## src/rtl/lenet_pool_stream.sv

```systemverilog
// lenet_pool_stream
// Streaming region-of-interest pooler. It consumes a raster-order pixel stream
// and writes an OUT_SIZE x OUT_SIZE grid of pooled values (sum, average or max
// over BLK_W x BLK_H blocks) into the LeNet input RAM. Only the centred
// ROI contributes.
//
// Ports
//   clk, rst_n      clock, synchronous active-low reset
//   in_valid        pixel present on in_data
//   in_sof          with in_valid: pixel is (0,0); starts (or restarts) a frame
//   in_data         pixel value
//   mode            00 SUM, 01 AVG, 10 MAX, 11 AVG; sampled at sof
//   invert          use (2^PIX_W-1)-pixel; sampled at sof
//   enable          0: frame is consumed without writes; sampled at sof
//   out_we          write strobe, one cycle after a block's last pixel
//   out_addr        by*OUT_SIZE+bx
//   out_data        pooled value, zero-extended
//   frame_done      pulse on the cycle after the write of the last grid address
//   busy            high while ACTIVE
//
// State | meaning
// IDLE  | waiting for in_valid & in_sof, other pixels ignored
// ACTIVE| counting pixels of a frame until x=WIDTH-1, y=HEIGHT-1
module lenet_pool_stream #(
    parameter int WIDTH    = 640,
    parameter int HEIGHT   = 480,
    parameter int PIX_W    = 8,
    parameter int BLK_W    = 8,
    parameter int BLK_H    = 8,
    parameter int OUT_SIZE = 28,
    parameter int X0       = (WIDTH - OUT_SIZE * BLK_W) / 2,
    parameter int Y0       = (HEIGHT - OUT_SIZE * BLK_H) / 2,
    parameter int ACC_W    = PIX_W + $clog2(BLK_W * BLK_H),
    parameter int ADDR_W   = $clog2(OUT_SIZE * OUT_SIZE)
) (
    input  logic              clk,
    input  logic              rst_n,
    input  logic              in_valid,
    input  logic              in_sof,
    input  logic [PIX_W-1:0]  in_data,
    input  logic [1:0]        mode,
    input  logic              invert,
    input  logic              enable,
    output logic              out_we,
    output logic [ADDR_W-1:0] out_addr,
    output logic [ACC_W-1:0]  out_data,
    output logic              frame_done,
    output logic              busy
);

    localparam int X_W   = $clog2(WIDTH);
    localparam int Y_W   = $clog2(HEIGHT);
    localparam int LBW   = $clog2(BLK_W);
    localparam int LBH   = $clog2(BLK_H);
    localparam int LOG_N = $clog2(BLK_W * BLK_H);
    localparam int BX_W  = (OUT_SIZE > 1) ? $clog2(OUT_SIZE) : 1;

    localparam logic [X_W:0] X_LO = (X_W+1)'(X0);
    localparam logic [X_W:0] X_HI = (X_W+1)'(X0 + OUT_SIZE * BLK_W);
    localparam logic [Y_W:0] Y_LO = (Y_W+1)'(Y0);
    localparam logic [Y_W:0] Y_HI = (Y_W+1)'(Y0 + OUT_SIZE * BLK_H);

    localparam logic S_IDLE   = 1'b0;
    localparam logic S_ACTIVE = 1'b1;

    logic              state_q, state_d;
    logic [X_W-1:0]    x_q, x_d;
    logic [Y_W-1:0]    y_q, y_d;
    logic [1:0]        mode_q, mode_d;
    logic              inv_q, inv_d;
    logic              en_q, en_d;
    logic [ACC_W-1:0]  acc_q [OUT_SIZE];
    logic [ACC_W-1:0]  acc_d [OUT_SIZE];
    logic              out_we_q, out_we_d;
    logic [ADDR_W-1:0] out_addr_q, out_addr_d;
    logic [ACC_W-1:0]  out_data_q, out_data_d;
    logic              done_pend_q, done_pend_d;
    logic              frame_done_q, frame_done_d;

    // Per-pixel working signals
    logic              pix_fire;
    logic [X_W-1:0]    cur_x;
    logic [Y_W-1:0]    cur_y;
    logic [1:0]        mode_e;
    logic              inv_e, en_e;
    logic              in_roi;
    logic [X_W-1:0]    rel_x;
    logic [Y_W-1:0]    rel_y;
    logic [BX_W-1:0]   bx, by;
    logic              blk_first, blk_last;
    logic [PIX_W-1:0]  pix;
    logic [ACC_W-1:0]  pix_ext, acc_cur, new_val;

    always_comb begin
        // A sof pixel is accepted in either state and becomes (0,0) with fresh config.
        pix_fire = in_valid && (in_sof || (state_q == S_ACTIVE));
        cur_x    = in_sof ? '0 : x_q;
        cur_y    = in_sof ? '0 : y_q;
        mode_e   = in_sof ? mode   : mode_q;
        inv_e    = in_sof ? invert : inv_q;
        en_e     = in_sof ? enable : en_q;

        in_roi = ({1'b0, cur_x} >= X_LO) && ({1'b0, cur_x} < X_HI) &&
                 ({1'b0, cur_y} >= Y_LO) && ({1'b0, cur_y} < Y_HI);
        rel_x  = cur_x - X_W'(X0);
        rel_y  = cur_y - Y_W'(Y0);
        bx     = BX_W'(rel_x >> LBW);
        by     = BX_W'(rel_y >> LBH);
        blk_first = (rel_x[LBW-1:0] == '0) && (rel_y[LBH-1:0] == '0);
        blk_last  = (rel_x[LBW-1:0] == '1) && (rel_y[LBH-1:0] == '1);

        pix     = inv_e ? ~in_data : in_data;
        pix_ext = ACC_W'(pix);
        acc_cur = acc_q[bx];

        if (blk_first)
            new_val = pix_ext;
        else if (mode_e == 2'b10)
            new_val = (pix_ext > acc_cur) ? pix_ext : acc_cur;
        else
            new_val = acc_cur + pix_ext;
    end

    always_comb begin
        state_d      = state_q;
        x_d          = x_q;
        y_d          = y_q;
        mode_d       = mode_q;
        inv_d        = inv_q;
        en_d         = en_q;
        acc_d        = acc_q;
        out_we_d     = 1'b0;
        out_addr_d   = out_addr_q;
        out_data_d   = out_data_q;
        done_pend_d  = 1'b0;
        frame_done_d = done_pend_q;

        if (pix_fire) begin
            mode_d = mode_e;
            inv_d  = inv_e;
            en_d   = en_e;

            if (cur_x == X_W'(WIDTH - 1)) begin
                x_d = '0;
                if (cur_y == Y_W'(HEIGHT - 1)) begin
                    y_d     = '0;
                    state_d = S_IDLE;
                end else begin
                    y_d     = cur_y + 1'b1;
                    state_d = S_ACTIVE;
                end
            end else begin
                x_d     = cur_x + 1'b1;
                y_d     = cur_y;
                state_d = S_ACTIVE;
            end

            if (in_roi) begin
                acc_d[bx] = new_val;
                if (blk_last && en_e) begin
                    out_we_d   = 1'b1;
                    out_addr_d = ADDR_W'(by) * ADDR_W'(OUT_SIZE) + ADDR_W'(bx);
                    // mode 01 and the reserved 11 both average
                    out_data_d = mode_e[0] ? (new_val >> LOG_N) : new_val;
                    done_pend_d = (bx == BX_W'(OUT_SIZE - 1)) && (by == BX_W'(OUT_SIZE - 1));
                end
            end
        end
    end

    always_ff @(posedge clk) begin
        if (!rst_n) begin
            state_q      <= S_IDLE;
            x_q          <= '0;
            y_q          <= '0;
            mode_q       <= '0;
            inv_q        <= 1'b0;
            en_q         <= 1'b0;
            for (int i = 0; i < OUT_SIZE; i++) acc_q[i] <= '0;
            out_we_q     <= 1'b0;
            out_addr_q   <= '0;
            out_data_q   <= '0;
            done_pend_q  <= 1'b0;
            frame_done_q <= 1'b0;
        end else begin
            state_q      <= state_d;
            x_q          <= x_d;
            y_q          <= y_d;
            mode_q       <= mode_d;
            inv_q        <= inv_d;
            en_q         <= en_d;
            acc_q        <= acc_d;
            out_we_q     <= out_we_d;
            out_addr_q   <= out_addr_d;
            out_data_q   <= out_data_d;
            done_pend_q  <= done_pend_d;
            frame_done_q <= frame_done_d;
        end
    end

    assign out_we     = out_we_q;
    assign out_addr   = out_addr_q;
    assign out_data   = out_data_q;
    assign frame_done = frame_done_q;
    assign busy       = (state_q == S_ACTIVE);

endmodule

```

## config.mk

```make
export PLATFORM = sky130hd
export DESIGN_NAME = lenet_pool_stream
export DESIGN_NICKNAME = d
export VERILOG_FILES = /design/src/rtl/lenet_pool_stream.sv
export SDC_FILE = /design/constraint.sdc
export NUM_CORES = 1
export LEC_CHECK = 0
export BUFFER_PORTS_ARGS = -buffer_cell sky130_fd_sc_hd__buf_2
export CAP_MARGIN = 20
export CELL_PAD_IN_SITES_DETAIL_PLACEMENT = 2
export CELL_PAD_IN_SITES_GLOBAL_PLACEMENT = 2
export CORE_UTILIZATION = 38
export CTS_BUF_LIST = sky130_fd_sc_hd__clkbuf_8 sky130_fd_sc_hd__clkbuf_16
export DETAILED_ROUTE_END_ITERATION = 8
export PLACE_DENSITY = 0.89
export RECOVER_POWER = 25
export SLEW_MARGIN = 15
export SYNTH_ARGS = -nofsm -noshare
export SYNTH_HDL_FRONTEND = slang
export SYNTH_SLANG_ARGS = --single-unit
```

## constraint.sdc

```tcl
create_clock -name clk -period 6.28 [get_ports clk]
set_clock_uncertainty 0.05 [all_clocks]
set_input_delay 0.314 -clock clk [delete_from_list [all_inputs] [get_ports clk]]
set_output_delay 0.314 -clock clk [all_outputs]
set_load 0.01 [all_outputs]
```

## Yosys cells after proc, flatten, opt, wreduce, memory -nomap -nowiden

Cells that the tools add are included.

| cells by class | value |
|---|---|
| multiply operators | 1 |
| bitwise operators | 2 |
| reduce and logical (&&, ||, !) cells | 16 |
| equal/unequal tests | 7 |
| mux-type cells | 22 |
| add/subtract/negate cells | 6 |
| order comparisons | 7 |

Operators with widths:

| operator | number |
|---|---|
| 392-bit bitwise mux | 1 |
| 14-bit 2-to-1 mux | 7 |
| 14-bit binary-select mux with 5-bit select | 1 |
| 14-bit demux with 5-bit select | 1 |
| 9-bit 2-to-1 mux | 3 |
| 10-bit 2-to-1 mux | 2 |
| 8-bit subtractor (second input constant) | 2 |
| 14-bit by 8-bit adder with 14-bit output | 1 |
| 8-bit by 14-bit > comparator with 1-bit output | 1 |
| 10-bit by 1-bit adder with 10-bit output (second input constant) | 1 |
| 10-bit by 5-bit adder with 10-bit output | 1 |
| 10-bit equality test (second input constant) | 1 |
| 5-bit equality test (second input constant) | 2 |
| 10-bit by 8-bit >= comparator with 1-bit output (second input constant) | 1 |
| 10-bit by 9-bit < comparator with 1-bit output (second input constant) | 1 |
| 9-bit by 1-bit adder with 9-bit output (second input constant) | 1 |
| 9-bit equality test (second input constant) | 1 |
| 9-bit by 8-bit >= comparator with 1-bit output (second input constant) | 1 |
| 1-bit logical AND | 9 |
| 9-bit < comparator (second input constant) | 1 |
| 5-bit by 3-bit multiplier with 8-bit output (second input constant) | 1 |
| 8-bit 2-to-1 mux | 1 |
| 8-bit inverter | 1 |
| 3-bit equality test (second input constant) | 2 |
| other kinds (11) | 17 |

| storage, ports and cells | value |
|---|---|
| bits in registers | 443 |
| word-level logic and storage cells | 100 |
| input bits | 16 |
| output and inout bits | 27 |

## Logic depth before layout (Yosys ltp)

| depth | value |
|---|---|
| depth in word-level cells | 11 |
| depth in mapped cells | 26 |
| gate-level depth less buffers | 19 |

## Least setup slack after synthesis

Ideal clock, no wire load.

| timing | value |
|---|---|
| path kind | in2reg |
| start | in in_sof |
| end | reg out_data_q[4] (netlist: out_data[4]) |
| buffers on the path | 7 |
| path slack | 1495 ps |
| arrival time | 4613 ps |
| required time | 6108 ps |
| stages | 19 |
| setup time | 122 ps |
| path through | buf_6 -> buf_6 -> buf_2 -> buf_2 -> buf_2 -> mux2i_2 -> xor2_1 -> inv_1 -> ha_1 -> clkbuf_1 -> inv_1 -> a2111oi_0 -> a21oi_1 -> a211oi_1 -> a2111oi_4 -> a41o_2 -> a221o_1 -> buf_4 -> a221o_1 |

| between the ends | value |
|---|---|
| word-level cells in the longest chain between the ends | 11 |
| elaborated cells on any way between the ends | 36 |
| classes of those cells | add/sub: 3; order compare: 5; eq/ne: 3; mux: 13; bitwise: 1; reduce/logical: 11 |

Ends and longest elaborated chain:

| item | RTL line | text |
|---|---|---|
| start, declared | 39 | `input logic in_sof,` |
| 10-bit 2-to-1 mux | 97 | `cur_x = in_sof ? '0 : x_q;` |
| 8-bit subtractor | 105 | `rel_x = cur_x - X_W'(X0);` |
| 5-bit inverter with 6-bit output (not written as such) | 114 | `acc_cur = acc_q[bx];` |
| 14-bit binary-select mux with 5-bit select | 114 |  |
| 14-bit 2-to-1 mux (not written as such) (2 in a row) | 114 |  |
| 8-bit by 14-bit > comparator with 1-bit output | 119 | `new_val = (pix_ext > acc_cur) ? pix_ext : acc_cur;` |
| 14-bit 2-to-1 mux | 119 |  |
| 14-bit 2-to-1 mux | 118 | `else if (mode_e == 2'b10)` |
| 14-bit 2-to-1 mux | 116 | `if (blk_first)` |
| 14-bit 2-to-1 mux | 164 | `out_data_d = mode_e[0] ? (new_val >> LOG_N) : new_val;` |
| end signal, assigned | 195 | `out_data_q <= out_data_d;` |
| end, declared | 76 | `logic [ACC_W-1:0] out_data_q, out_data_d;` |

Several ways; a longest one is shown, not always the timed one. The select of a mux whose other input is x is not followed.
A chain may end at the register's enable or synchronous reset.

## Worst setup path in the final report

| timing | value |
|---|---|
| start | reg x_q[3] |
| end | reg acc_q[128] (netlist bit) |

| between the ends | value |
|---|---|
| word-level cells in the longest chain between the ends | 11 |
| elaborated cells on any way between the ends | 23 |
| classes of those cells | add/sub: 2; order compare: 5; mux: 10; bitwise: 1; reduce/logical: 5 |

Ends and longest elaborated chain:

| item | RTL line | text |
|---|---|---|
| start, declared | 67 | `logic [X_W-1:0] x_q, x_d;` |
| start signal, assigned | 174 | `x_q <= '0;` |
| start signal, assigned | 187 | `x_q <= x_d;` |
| 10-bit 2-to-1 mux (*) | 97 |  |
| 8-bit subtractor | 105 |  |
| 5-bit inverter with 6-bit output (not written as such) | 114, 159 |  |
| 14-bit binary-select mux with 5-bit select | 114 |  |
| 14-bit 2-to-1 mux (not written as such) (2 in a row) | 114 |  |
| 8-bit by 14-bit > comparator with 1-bit output | 119 |  |
| 14-bit 2-to-1 mux | 119 |  |
| 14-bit 2-to-1 mux | 118 |  |
| 14-bit 2-to-1 mux | 116 |  |
| 392-bit bitwise mux | 159 | `acc_d[bx] = new_val;` |
| end signal, assigned | 192 | `acc_q <= acc_d;` |
| end, declared | 72 | `logic [ACC_W-1:0] acc_q [OUT_SIZE];` |

Every way passes the cells marked *; elsewhere a longest branch is shown, timed or not. The select of a mux whose other input is x is not followed.

==> out/summary.txt <==
Non-Filler Instances: 3,443
final worst slack: -25.6 ps
fraction of layout cells with a size suffix above 1: 8.47%
fmax: 0.159 GHz
first-pass GRT wire length: 169 mm
CTS buffer count: 50
Post-synth EDFFs: 0
min-delay src: in_valid
TNS Setup: -32.3 ps
worst skew pair latency: 630 ps
status: finished, violations left
root buffer cell: clkbuf_16
commonest cells after routing, fill and taps aside: nand2_1, dfxtp_1, nor2_1, o21ai_0, a21boi_0
routability cong.: 0.943
CP startpoint kind: flip-flop
Worst-path clk slew: 70 ps
Pwr Density: 258 nW/um^2
TritonCTS Sinks: 443
async set-reset flop share out of synthesis: 0%
unrepaired setup endpoints after global routing: false
R2R Setup Slk: -30 ps
largest net degree at the start of global routing: 193
top_reg_cell synth: dfxtp_1
overall routed net length: 114 mm
area grow syn2layout: 12.1%
placed cell area: 22,600 sq um
final count of negative-setup-slack endpoints: 2
CP arrival: 6740 ps
Synth Net Count: 2,756
peak supply drop: 0.228 mV
WL/cell: 33.0 microns
Die Ht: 240 microns
fin crit share: 100%
commonest non-fill, non-tap cell in the layout: nand2_1
critical path start-end classification: reg2reg
Inst Count DP: 3,352
Residual DRC: 0
Boundary Pins: 43
R2R Path End: acc_q[128]
TritonCTS clock tree: yes
Seq/Total Area, Yosys: 41.2%
Setup Buffers After CTS: 0
Worst setup EP type: flip-flop
Slew @ Worst Pin: 3490 ps
First DRT Iteration DRCs: 2,446
Unique masters post-synth: 90
Slew headroom: -133%
Syn Area/Cell: 7.99 sq um
Crit Path Max Fanout: 29
initial core utilization: 38.8%
post-layout min period: 6310 ps
Leakage: 0.00872 uW
port buffer count: 42
fin. max-slew vios: 319
router iterations before antenna repair: 5
Worst R2R Start: x_q[3]
Fin. Hold Viols: 0
Detailed Place HPWL: 63.1 mm
hold depth: 3
GRT Total Usage: 39.1%
via/cell ratio: 6.62
initial antenna violation count: 8
violated checks: max-capacitance violations, max-slew violations, negative setup slack
remaining global-route overflow: 0
via count: 22,783
crit-path cells: nand2b_1 -> nand2b_2 -> buf_12 -> clkbuf_2 -> o22ai_1 -> o21ai_0 -> nand4_1 -> a21oi_1 -> ha_1 -> nor2_1 -> o21ai_0 -> a21oi_1 -> a211oi_1 -> a2111oi_4 -> a311o_1 -> o221a_2 -> nand2_1 -> a21boi_0
register bit total from synthesis: 443
Min-Delay Endpoint: mode_q[1]
required time worst endpoint: 6720 ps
post-layout util: 43.5%
Cell Area, Synth: 21,500 sq um
clk buf depth: 3
Cells after Synth: 2,694
design area: 24,100 sq um
chip width: 240 microns
R2R cell count: 18
H-tree Lvls: 2
nets@finish: 2,722
vias in the first global route: 25,281
Cell Rows: 86
Synth Warn #: 0
core area: 55,500 sq um
Die Area: 57,600 sq um
CP peak stage delay: 760 ps
total power: 6240 uW
Max Cap Viol: 2
Final ANT Viol Nets: 0
CP max stage cell: o221a_2
hold crit path type: in2reg
-- worst max path at each step --
stage / from / endpoint / slack (ps) / cells past startpoint
5_1_grt: x_q[4] / acc_q[246] / 90 / 21
3_3_place_gp: in_sof / acc_q[218] / 730 / 22
6_report: x_q[3] / acc_q[128] / -30 / 18
3_5_place_dp: in_sof / acc_q[198] / 530 / 19
2_1_floorplan: in_sof / out_data[4] / 1500 / 19
4_1_cts: x_q[3] / acc_q[156] / 250 / 18
-- power by group --
| part | internal [uW] | switching (uW) |
|---|---|---|
| clock | 1690 | 1360 |
| sequential | 2810 | 1.82 |
| combinational | 115 | 263 |
| total | 4610 | 1620 |
-- synthesized netlist by cell type, types with 35 or more instances --
master	count	share of area (%)
nor2b_1	35	1.0
nand2_1	539	9.4
clkbuf_1	141	2.5
buf_2	52	1.2
ha_1	39	2.3
nor2_1	260	4.5
nor3b_1	91	3.2
dfxtp_1	443	41
a22oi_1	35	1.2
a21boi_0	158	5.5
a21boi_1	48	1.7
o21ai_0	169	3.9
and2_1	42	1.2
inv_1	47	0.82
o22ai_1	118	3.4
a21oi_1	109	2.5
-- critical path, delay by kind of cell (launching register included) --
family | cells | cell delay [ps]
and+or+nand+nor | 5 | 1310
adders and majority gates | 1 | 420
AOI/OAI and AO/OA | 10 | 3320
buffers and inverters | 2 | 600
DFF | 1 | 410
-- sequential cells by signal (all words and copies together) (netlist names) --
register / cells
acc_q: 392
out_data: 14
out_addr: 10
x_q: 10
y_q: 9
mode_q: 2
busy: 1
done_pend_q: 1
en_q: 1
frame_done: 1
inv_q: 1
out_we: 1
-- cell families after synthesis --
logic type	count (synthesis)	share of synthesized area [%]
AND/OR/NAND/NOR	1098	23.2
AO/OA/AOI/OAI	774	24.1
flip-flops	443	41.2
buffers and inverters	275	5.83
adder cells (fa/ha/maj)	46	2.92
multiplexers	30	1.53
XOR/XNOR	28	1.17
-- metal layers --
metal	vias to the layer above	GRT usage (%)	routed length (microns)
met5	-	0	23
li1	9221	-	-
met2	1438	63.8	52600
met3	622	9.29	10100
met4	4	30.0	9200
met1	11498	44.2	41700
-- final cells by class --
cell class,count,area [sq um]
sequential,443,8870
antenna,3,7.51
inverter,48,180
timing repair buffer,141,1060
multi-input combinational,1976,11500
tap,748,936
clock inverter,19,103
fill,6128,31400
clock buffer,65,1490
-- metrics by stage --
step | setup WS [ps] | hold slack, ps
after CTS | 247 | 5.69
final | -25.6 | 24.5
after floorplan | 1500 | 362
after global placement | 734 | 382
after detailed placement | 530 | 391
after global routing | 85.2 | 46.5
-- repair_timing --
action,CTS,global route
hold endpoints to repair,2,0
hold buffers,3,0
endpoints found under the setup margin,0,89
gates resized for setup,0,4
Power figures use the tool's default switching activity.
